**config.mk**
```make
export PLATFORM = sky130hd
export DESIGN_NAME = ospi_controller_flat
export DESIGN_NICKNAME = d
export VERILOG_FILES = /design/src/rtl/ospi_controller_if.sv /design/src/rtl/ospi_controller.sv /design/src/flat_wrapper.sv
export SDC_FILE = /design/constraint.sdc
export NUM_CORES = 1
export LEC_CHECK = 0
export ABC_AREA = 1
export CORE_MARGIN = 3
export CORE_UTILIZATION = 63
export DETAILED_ROUTE_END_ITERATION = 10
export DONT_BUFFER_PORTS = 1
export PLACE_DENSITY = 0.79
export SKIP_LAST_GASP = 1
export SYNTH_ARGS = -nofsm -noshare
export SYNTH_HDL_FRONTEND = slang
export SYNTH_SLANG_ARGS = --single-unit
export TNS_END_PERCENT = 100
```
**constraint.sdc**
```tcl
create_clock -name clk -period 4.57 [get_ports clk]
set_input_delay 0.914 -clock clk [delete_from_list [all_inputs] [get_ports clk]]
set_output_delay 0.914 -clock clk [all_outputs]
set_load 0.005 [all_outputs]
```
**src/rtl/ospi_controller_if.sv**
```systemverilog
// Host-side request/response bundle for the OSPI controller.
// The master modport belongs to the requester and the slave modport to the controller.
interface ospi_controller_if;
  logic        cmd_valid;
  logic        cmd_ready;
  logic [1:0]  cmd_op;
  logic [23:0] cmd_addr;
  logic [31:0] cmd_wdata;
  logic        rsp_valid;
  logic [31:0] rsp_rdata;

  modport master (
    output cmd_valid, cmd_op, cmd_addr, cmd_wdata,
    input  cmd_ready, rsp_valid, rsp_rdata
  );

  modport slave (
    input  cmd_valid, cmd_op, cmd_addr, cmd_wdata,
    output cmd_ready, rsp_valid, rsp_rdata
  );
endinterface

```
**src/rtl/ospi_controller.sv**
```systemverilog
// Octal-SPI initiator: turns single-word host requests (read/write/erase)
// into OSPI bus transactions. It sends the opcode, a 24-bit address and
// write data one byte per beat, and gathers read data into a 32-bit response.
// Optional feature: define OSPI_CTRL_HOLD_EN to enable the hold_req/ospi_hold_n
// pause mechanism. Without it, hold_req is ignored and ospi_hold_n stays 1.
module ospi_controller #(
  parameter int         CLK_DIV     = 2,
  parameter int         DUMMY_BEATS = 4,
  parameter int         CS_HIGH_CYC = 3,
  parameter logic [7:0] OP_READ     = 8'h0B,
  parameter logic [7:0] OP_WRITE    = 8'h02,
  parameter logic [7:0] OP_ERASE    = 8'h20
) (
  input  logic                clk,
  input  logic                reset_n,
  ospi_controller_if.slave    host,
  input  logic                hold_req,
  output logic                ospi_clk,
  output logic                ospi_cs_n,
  output logic [7:0]          ospi_io_o,
  output logic                ospi_io_oe,
  input  logic [7:0]          ospi_io_i,
  output logic                ospi_hold_n
);

  localparam int DIV_W = (2 * CLK_DIV > 2) ? $clog2(2 * CLK_DIV) : 1;
  localparam int CS_W  = (CS_HIGH_CYC > 1) ? $clog2(CS_HIGH_CYC) : 1;

  localparam logic [DIV_W-1:0] HALF      = DIV_W'(CLK_DIV);
  localparam logic [DIV_W-1:0] HALF_LAST = DIV_W'(CLK_DIV - 1);
  localparam logic [DIV_W-1:0] BEAT_LAST = DIV_W'(2 * CLK_DIV - 1);
  localparam logic [CS_W-1:0]  CS_LAST   = CS_W'(CS_HIGH_CYC - 1);
  localparam logic [3:0]       DUMMY_LAST = 4'(DUMMY_BEATS - 1);

  localparam logic [1:0] OPC_READ  = 2'd0;
  localparam logic [1:0] OPC_WRITE = 2'd1;
  localparam logic [1:0] OPC_ERASE = 2'd2;
  localparam logic [1:0] OPC_RSV   = 2'd3;

  typedef enum logic [3:0] {
    S_IDLE,
    S_RSV,
    S_CS_SETUP,
    S_CMD,
    S_ADDR,
    S_DUMMY,
    S_RDATA,
    S_WDATA,
    S_CS_HOLD
  } state_t;

  state_t           state;
  state_t           state_next;

  // Control counters: position inside a beat, beat index inside a phase,
  // and elapsed cycles of the chip-select high time.
  logic [DIV_W-1:0] div_cnt;
  logic [3:0]       beat_cnt;
  logic [CS_W-1:0]  cs_cnt;

  // Captured request and read shift register (datapath, not reset).
  logic [1:0]       op_q;
  logic [23:0]      addr_q;
  logic [31:0]      wdata_q;
  logic [31:0]      rx_shift;
  logic [31:0]      rdata_q;

  logic             in_beat;
  logic             sck_low;
  logic             beat_end;
  logic             freeze;

  assign in_beat  = state inside {S_CMD, S_ADDR, S_DUMMY, S_RDATA, S_WDATA};
  assign sck_low  = (div_cnt < HALF);
  assign beat_end = (div_cnt == BEAT_LAST);

`ifdef OSPI_CTRL_HOLD_EN
  logic hold_take;
  logic hold_active;

  // A pause is only honoured mid-transfer while SCK is low, so the clock
  // stays parked low and the IO lines keep their current values.
  assign hold_take = hold_req && in_beat && sck_low;
  assign freeze    = hold_take;

  // Registered copy of the pause drives the flash HOLD_N pin one cycle later.
  always_ff @(posedge clk or negedge reset_n) begin
    if (!reset_n) begin
      hold_active <= 1'b0;
    end else begin
      hold_active <= hold_take;
    end
  end

  assign ospi_hold_n = ~hold_active;
`else
  logic unused_hold_req;

  assign unused_hold_req = hold_req;
  assign freeze          = 1'b0;
  assign ospi_hold_n     = 1'b1;
`endif

  // State register.
  always_ff @(posedge clk or negedge reset_n) begin
    if (!reset_n) begin
      state <= S_IDLE;
    end else begin
      state <= state_next;
    end
  end

  // Next-state logic: phases advance at the end of their last beat.
  always_comb begin
    state_next = state;
    case (state)
      S_IDLE: begin
        if (host.cmd_valid) begin
          state_next = (host.cmd_op == OPC_RSV) ? S_RSV : S_CS_SETUP;
        end
      end
      S_RSV: begin
        state_next = S_IDLE;
      end
      S_CS_SETUP: begin
        if (div_cnt == HALF_LAST) begin
          state_next = S_CMD;
        end
      end
      S_CMD: begin
        if (beat_end) begin
          state_next = S_ADDR;
        end
      end
      S_ADDR: begin
        if (beat_end && beat_cnt == 4'd2) begin
          if (op_q == OPC_READ) begin
            state_next = (DUMMY_BEATS == 0) ? S_RDATA : S_DUMMY;
          end else if (op_q == OPC_WRITE) begin
            state_next = S_WDATA;
          end else begin
            state_next = S_CS_HOLD;
          end
        end
      end
      S_DUMMY: begin
        if (beat_end && beat_cnt == DUMMY_LAST) begin
          state_next = S_RDATA;
        end
      end
      S_RDATA: begin
        if (beat_end && beat_cnt == 4'd3) begin
          state_next = S_CS_HOLD;
        end
      end
      S_WDATA: begin
        if (beat_end && beat_cnt == 4'd3) begin
          state_next = S_CS_HOLD;
        end
      end
      S_CS_HOLD: begin
        if (cs_cnt == CS_LAST) begin
          state_next = S_IDLE;
        end
      end
      default: begin
        state_next = S_IDLE;
      end
    endcase
  end

  // Beat/phase counters; every phase starts from zero and a pause freezes them.
  always_ff @(posedge clk or negedge reset_n) begin
    if (!reset_n) begin
      div_cnt  <= '0;
      beat_cnt <= '0;
      cs_cnt   <= '0;
    end else if (!freeze) begin
      if (state_next != state) begin
        div_cnt  <= '0;
        beat_cnt <= '0;
        cs_cnt   <= '0;
      end else begin
        case (state)
          S_CS_SETUP: begin
            div_cnt <= div_cnt + 1'b1;
          end
          S_CMD, S_ADDR, S_DUMMY, S_RDATA, S_WDATA: begin
            if (beat_end) begin
              div_cnt  <= '0;
              beat_cnt <= beat_cnt + 1'b1;
            end else begin
              div_cnt <= div_cnt + 1'b1;
            end
          end
          S_CS_HOLD: begin
            cs_cnt <= cs_cnt + 1'b1;
          end
          default: begin
          end
        endcase
      end
    end
  end

  // Request capture on accept and read sampling on the clk edge where SCK rises.
  always_ff @(posedge clk) begin
    if (state == S_IDLE && host.cmd_valid) begin
      op_q    <= host.cmd_op;
      addr_q  <= host.cmd_addr;
      wdata_q <= host.cmd_wdata;
    end
    if (state == S_RDATA && !freeze && div_cnt == HALF_LAST) begin
      rx_shift <= {rx_shift[23:0], ospi_io_i};
    end
  end

  // Response data only changes when a read completes, alongside rsp_valid.
  always_ff @(posedge clk or negedge reset_n) begin
    if (!reset_n) begin
      rdata_q <= '0;
    end else if (state == S_RDATA && state_next == S_CS_HOLD) begin
      rdata_q <= rx_shift;
    end
  end

  assign host.rsp_rdata = rdata_q;

  // Output decode: pins are pure functions of state and counters.
  always_comb begin
    host.cmd_ready = (state == S_IDLE);
    host.rsp_valid = (state == S_RSV) || (state == S_CS_HOLD && cs_cnt == '0);
    ospi_cs_n      = !(in_beat || state == S_CS_SETUP);
    ospi_clk       = in_beat && !sck_low;
    ospi_io_oe     = state inside {S_CMD, S_ADDR, S_WDATA};
    ospi_io_o      = 8'h00;
    case (state)
      S_CMD: begin
        if (op_q == OPC_WRITE) begin
          ospi_io_o = OP_WRITE;
        end else if (op_q == OPC_ERASE) begin
          ospi_io_o = OP_ERASE;
        end else begin
          ospi_io_o = OP_READ;
        end
      end
      S_ADDR: begin
        case (beat_cnt)
          4'd0:    ospi_io_o = addr_q[23:16];
          4'd1:    ospi_io_o = addr_q[15:8];
          default: ospi_io_o = addr_q[7:0];
        endcase
      end
      S_WDATA: begin
        case (beat_cnt[1:0])
          2'd0:    ospi_io_o = wdata_q[31:24];
          2'd1:    ospi_io_o = wdata_q[23:16];
          2'd2:    ospi_io_o = wdata_q[15:8];
          default: ospi_io_o = wdata_q[7:0];
        endcase
      end
      default: begin
      end
    endcase
  end

endmodule

```
**src/flat_wrapper.sv**
```systemverilog
// flat-port wrapper written by rule: the top's interface ports become plain ports
module ospi_controller_flat 
#(
  parameter int         CLK_DIV     = 2,
  parameter int         DUMMY_BEATS = 4,
  parameter int         CS_HIGH_CYC = 3,
  parameter logic [7:0] OP_READ     = 8'h0B,
  parameter logic [7:0] OP_WRITE    = 8'h02,
  parameter logic [7:0] OP_ERASE    = 8'h20
)
  (clk, reset_n, hold_req, ospi_clk, ospi_cs_n, ospi_io_o, ospi_io_oe, ospi_io_i, ospi_hold_n, host_cmd_valid, host_cmd_op, host_cmd_addr, host_cmd_wdata, host_cmd_ready, host_rsp_valid, host_rsp_rdata);
  ospi_controller_if host_i ();
  input  logic clk;
  input  logic reset_n;
  input  logic hold_req;
  output logic ospi_clk;
  output logic ospi_cs_n;
  output logic [7:0] ospi_io_o;
  output logic ospi_io_oe;
  input  logic [7:0] ospi_io_i;
  output logic ospi_hold_n;
  input wire logic [$bits(host_i.cmd_valid)-1:0] host_cmd_valid;
  input wire logic [$bits(host_i.cmd_op)-1:0] host_cmd_op;
  input wire logic [$bits(host_i.cmd_addr)-1:0] host_cmd_addr;
  input wire logic [$bits(host_i.cmd_wdata)-1:0] host_cmd_wdata;
  output wire logic [$bits(host_i.cmd_ready)-1:0] host_cmd_ready;
  output wire logic [$bits(host_i.rsp_valid)-1:0] host_rsp_valid;
  output wire logic [$bits(host_i.rsp_rdata)-1:0] host_rsp_rdata;
  assign host_i.cmd_valid = host_cmd_valid;
  assign host_i.cmd_op = host_cmd_op;
  assign host_i.cmd_addr = host_cmd_addr;
  assign host_i.cmd_wdata = host_cmd_wdata;
  assign host_cmd_ready = host_i.cmd_ready;
  assign host_rsp_valid = host_i.rsp_valid;
  assign host_rsp_rdata = host_i.rsp_rdata;
  ospi_controller #(.CLK_DIV(CLK_DIV), .DUMMY_BEATS(DUMMY_BEATS), .CS_HIGH_CYC(CS_HIGH_CYC), .OP_READ(OP_READ), .OP_WRITE(OP_WRITE), .OP_ERASE(OP_ERASE)) u_core (.clk(clk), .reset_n(reset_n), .host(host_i), .hold_req(hold_req), .ospi_clk(ospi_clk), .ospi_cs_n(ospi_cs_n), .ospi_io_o(ospi_io_o), .ospi_io_oe(ospi_io_oe), .ospi_io_i(ospi_io_i), .ospi_hold_n(ospi_hold_n));
endmodule
```
==> impl_table.tex <==
\begin{tabular}{lr}
\hline
Metric & Value \\
\hline
\multicolumn{2}{l}{\textbf{Status}} \\
Outcome & complete, no violations \\
\multicolumn{2}{l}{\textbf{Yosys}} \\
Number of distinct library cells after synthesis & 31 \\
Share of synthesized flip-flops with an asynchronous set or reset & 0.3284 \\
Synthesis-stage register bit count & 134 \\
Post-Syn Instances & 484 \\
Cell types occupying the most area after synthesis & edfxtp\_1, dfrtp\_1, nand2\_1 \\
Dominant cell type by area after synthesis & edfxtp\_1 \\
Mean area per synthesized cell & 11.39 um2 \\
Syn Std Cell Area & 5514 um2 \\
Part of the Yosys area used for sequential elements & 0.6898 \\
Total of warnings raised by yosys & 0 \\
Yosys top cell area share & 0.4901 \\
EDFF count, synth & 90 \\
Net count of the mapped netlist & 568 \\
Top\_reg\_cell synth & edfxtp\_1 \\
\multicolumn{2}{l}{\textbf{Cells and area}} \\
Post-layout nets & 574 \\
Number of antenna cells inserted & 0 \\
Layout-stage area growth over the synthesis result & 12.64\% \\
Final cell utilization of the core & 0.7447 \\
Share of final-layout standard cells stronger than drive strength 1 & 0.09742 \\
Fill cells & 514 \\
Post-route cell area & 6211 um2 \\
Footprint of the multi-input gates & 1394 um2 \\
Combined flip-flop and latch cell area & 3804 um2 \\
\multicolumn{2}{l}{\textbf{STA}} \\
Setup tns final & 0 ns \\
Final Cycle Share & 0.7765 \\
Slew @ Worst Pin & 0.7281 ns \\
Worst Skew & 0.007396 ns \\
Unrepaired setup endpoints after global routing & false \\
Achievable frequency & 281.8 MHz \\
Max-slew violation total from the final report & 0 \\
Setup violation total in the final timing report & 0 \\
Final Hold Vio Count & 0 \\
Final critical delay including setup and external delays & 3.549 ns \\
Max-slew headroom at the worst pin & 0.5146 \\
Post-route worst hold slack & 0.08544 ns \\
\multicolumn{2}{l}{\textbf{Setup path}} \\
CP Data Arrival Time & 2.63 ns \\
Start-to-end type of the worst setup path & reg2out \\
Worst Reg2Reg Path Length in Cells & 11 \\
RR Startpoint & u\_core.beat\_cnt[0] \\
Worst setup path startpoint & u\_core.beat\_cnt[0] \\
Element type at the critical path end & output pin \\
Maximum fanout encountered on the critical timing path & 17 \\
Category of the worst setup path launch point & flop \\
RR Endpoint & u\_core.host.rsp\_rdata[13] \\
Reg2Reg Setup Slack & 1.92 ns \\
Data required time at the worst endpoint & 3.66 ns \\
\multicolumn{2}{l}{\textbf{Clock network}} \\
Resized cells post-CTS & 0 \\
CTS Root Cell & clkbuf\_8 \\
Clock slew seen by the registers of the worst setup and hold paths & 0.06 ns \\
Setup Fix Bufs, Post-CTS & 0 \\
Hold-fix buffers at CTS & 0 \\
TritonCTS sink count & 134 \\
Number of buffers between clock root and the deepest sink & 2 \\
Number of CTS-inserted buffers & 17 \\
H-tree lvl count & 4 \\
CTS tree & built \\
Clk\_lat worst skew & 0.52 ns \\
\multicolumn{2}{l}{\textbf{Power and ir drop}} \\
Fraction of power consumed by the clock network & 0.379 \\
Sw power & 0.001103 W \\
Combinational share of power & 0.159 \\
Standby leakage power & 2.651 nW \\
Power density cells & 603.0 nW/um2 \\
Relative contribution of sequential cells to total power & 0.462 \\
Internal Dissipation & 0.002642 W \\
Switching part of the total power & 0.2946 \\
Worst VDD drop & 0.0004938 V \\
\multicolumn{2}{l}{\textbf{Die}} \\
Starting Density & 0.6611 \\
Cell Rows & 33 \\
Die width & 99.56 um \\
Full die area & 9911 um2 \\
Number of top-level pins & 116 \\
Total core area & 8341 um2 \\
Overall die height & 99.56 um \\
\multicolumn{2}{l}{\textbf{Detailed routing}} \\
Routed len/inst & 18.79 um \\
Total Wirelength & 11420 um \\
Iteration-0 DRC Markers & 295 \\
Final antenna-violating net count & 0 \\
Drt drc & 0 \\
Via total after detailed routing & 3483 \\
First-pass iteration count of the detailed router & 6 \\
Via-to-Cell Ratio & 5.729 \\
\multicolumn{2}{l}{\textbf{GRT}} \\
Number of global-route vias before repair & 3482 \\
Pin count of the biggest net entering global routing & 65 \\
Wire length of the first global-routing pass & 17910 um \\
Global-route usage over all layers & 0.2440 \\
Initial antenna violation count & 0 \\
Total global routing overflow & 0 \\
\multicolumn{2}{l}{\textbf{Place}} \\
Area of placed instances & 5592 um2 \\
Final GP Congestion & 0.9114 \\
Number of buffers added on ports & 0 \\
Detailed placement HPWL & 7132 um \\
\multicolumn{2}{l}{\textbf{Run}} \\
Number of max-capacitance violations reported & 0 \\
\multicolumn{2}{l}{\textbf{Min path}} \\
Type of the most critical hold path & in2async \\
\hline
\end{tabular}
==> Yosys cell counts, types with 2 or more instances <==
cell / n
and3_1: 2
a31oi_1: 4
or2_2: 2
nor3_1: 9
nand2_1: 99
o21ai_1: 33
dfrtp_1: 44
inv_2: 3
edfxtp_1: 90
a21oi_1: 6
nand2_2: 2
nand3_1: 43
o21ai_0: 14
clkbuf_1: 6
nor2_1: 22
a221oi_1: 4
ha_1: 14
inv_1: 61
buf_2: 7
xor2_1: 4
buf_4: 2
nor2_2: 4
==> power by group through the flow <==
stage	clock network, W	registers, W	logic (W)
final	0.00142	0.00173	0.000596
after global placement	0	0.00174	0.000552
after detailed placement	0	0.00175	0.000579
after global routing	0.00150	0.00175	0.000678
after floorplan	0	0.00171	0.000458
after CTS	0.00144	0.00173	0.000602
==> worst max path at each step <==
| stage | end | slack [ns] | depth (start not counted) |
|---|---|---|---|
| detailed placement | ospi_io_o[4] | 1.64 | 7 |
| global route | ospi_io_o[4] | 0.82 | 7 |
| floorplan | u_core.beat_cnt[0] | 0.42 | 7 |
| CTS | ospi_io_o[4] | 1.02 | 7 |
| finish | ospi_io_o[4] | 1.02 | 7 |
| global placement | ospi_io_o[6] | 1.69 | 7 |
==> critical path, cell delays in order (launching register included) <==
cell and delay [ns]:
dfrtp_1 0.41, inv_1 0.15, ha_1 0.65, o21ai_1 0.41, nand2_1 0.16, nand3_1 0.12, nand2_1 0.08, o21ai_0 0.13
==> flip-flops by register name, summed over array words and instances, names as in the netlist <==
register,flops
u_core.host.rsp_rdata,32
u_core.rx_shift,32
u_core.wdata_q,32
u_core.addr_q,24
u_core.beat_cnt,4
u_core.state,4
u_core.cs_cnt,2
u_core.div_cnt,2
u_core.op_q,2
==> layout make-up <==
type	count	area share
clock buffer	20	0.07353
clock inverter	12	0.02619
multi-input combinational	270	0.2244
tap	105	0.02115
sequential	134	0.6124
inverter	64	0.03868
timing repair buffer	3	0.003626
==> per-layer routing <==
layer	share of wire	track usage
met5	0	0
met4	0.019	0.08193
met3	0.077	0.09607
met2	0.53	0.4132
met1	0.37	0.2858
==> layout by cell type (no fill, tap or decap), types with 4 or more instances in the layout <==
cell type / instances
a31oi_1: 4
nor2_2: 4
clkbuf_16: 17
o21ai_1: 33
a21oi_1: 6
nor2_1: 21
inv_1: 61
nor3_1: 9
dfrtp_1: 44
xor2_1: 4
nand2_1: 99
edfxtp_1: 90
ha_1: 14
inv_6: 4
o21ai_0: 14
a221oi_1: 4
nand3_1: 43
==> logic make-up (layout without fill, tap and decap cells) <==
kind of cell / count (synthesis) / count (layout) / share of synthesized area
buffers and inverters: 80 / 99 / 0.05877
AND/OR/NAND/NOR: 186 / 186 / 0.1473
flip-flops: 134 / 134 / 0.6898
multiplexers: 1 / 1 / 0.002042
other: 1 / 1 / 0.0006801
adder cells (fa/ha/maj): 14 / 14 / 0.03177
XOR/XNOR: 4 / 4 / 0.006353
AO/OA/AOI/OAI: 64 / 64 / 0.06331
==> metrics by stage <==
stage	cells	total power (W)	setup slack (ns)
after detailed placement	576	0.002331	1.641
final	608	0.003745	1.021
after global routing	608	0.003927	0.8192
after floorplan	484	0.002168	0.4189
after CTS	608	0.003774	1.024
after global placement	576	0.002295	1.685
(Power assumes the default switching activity.)
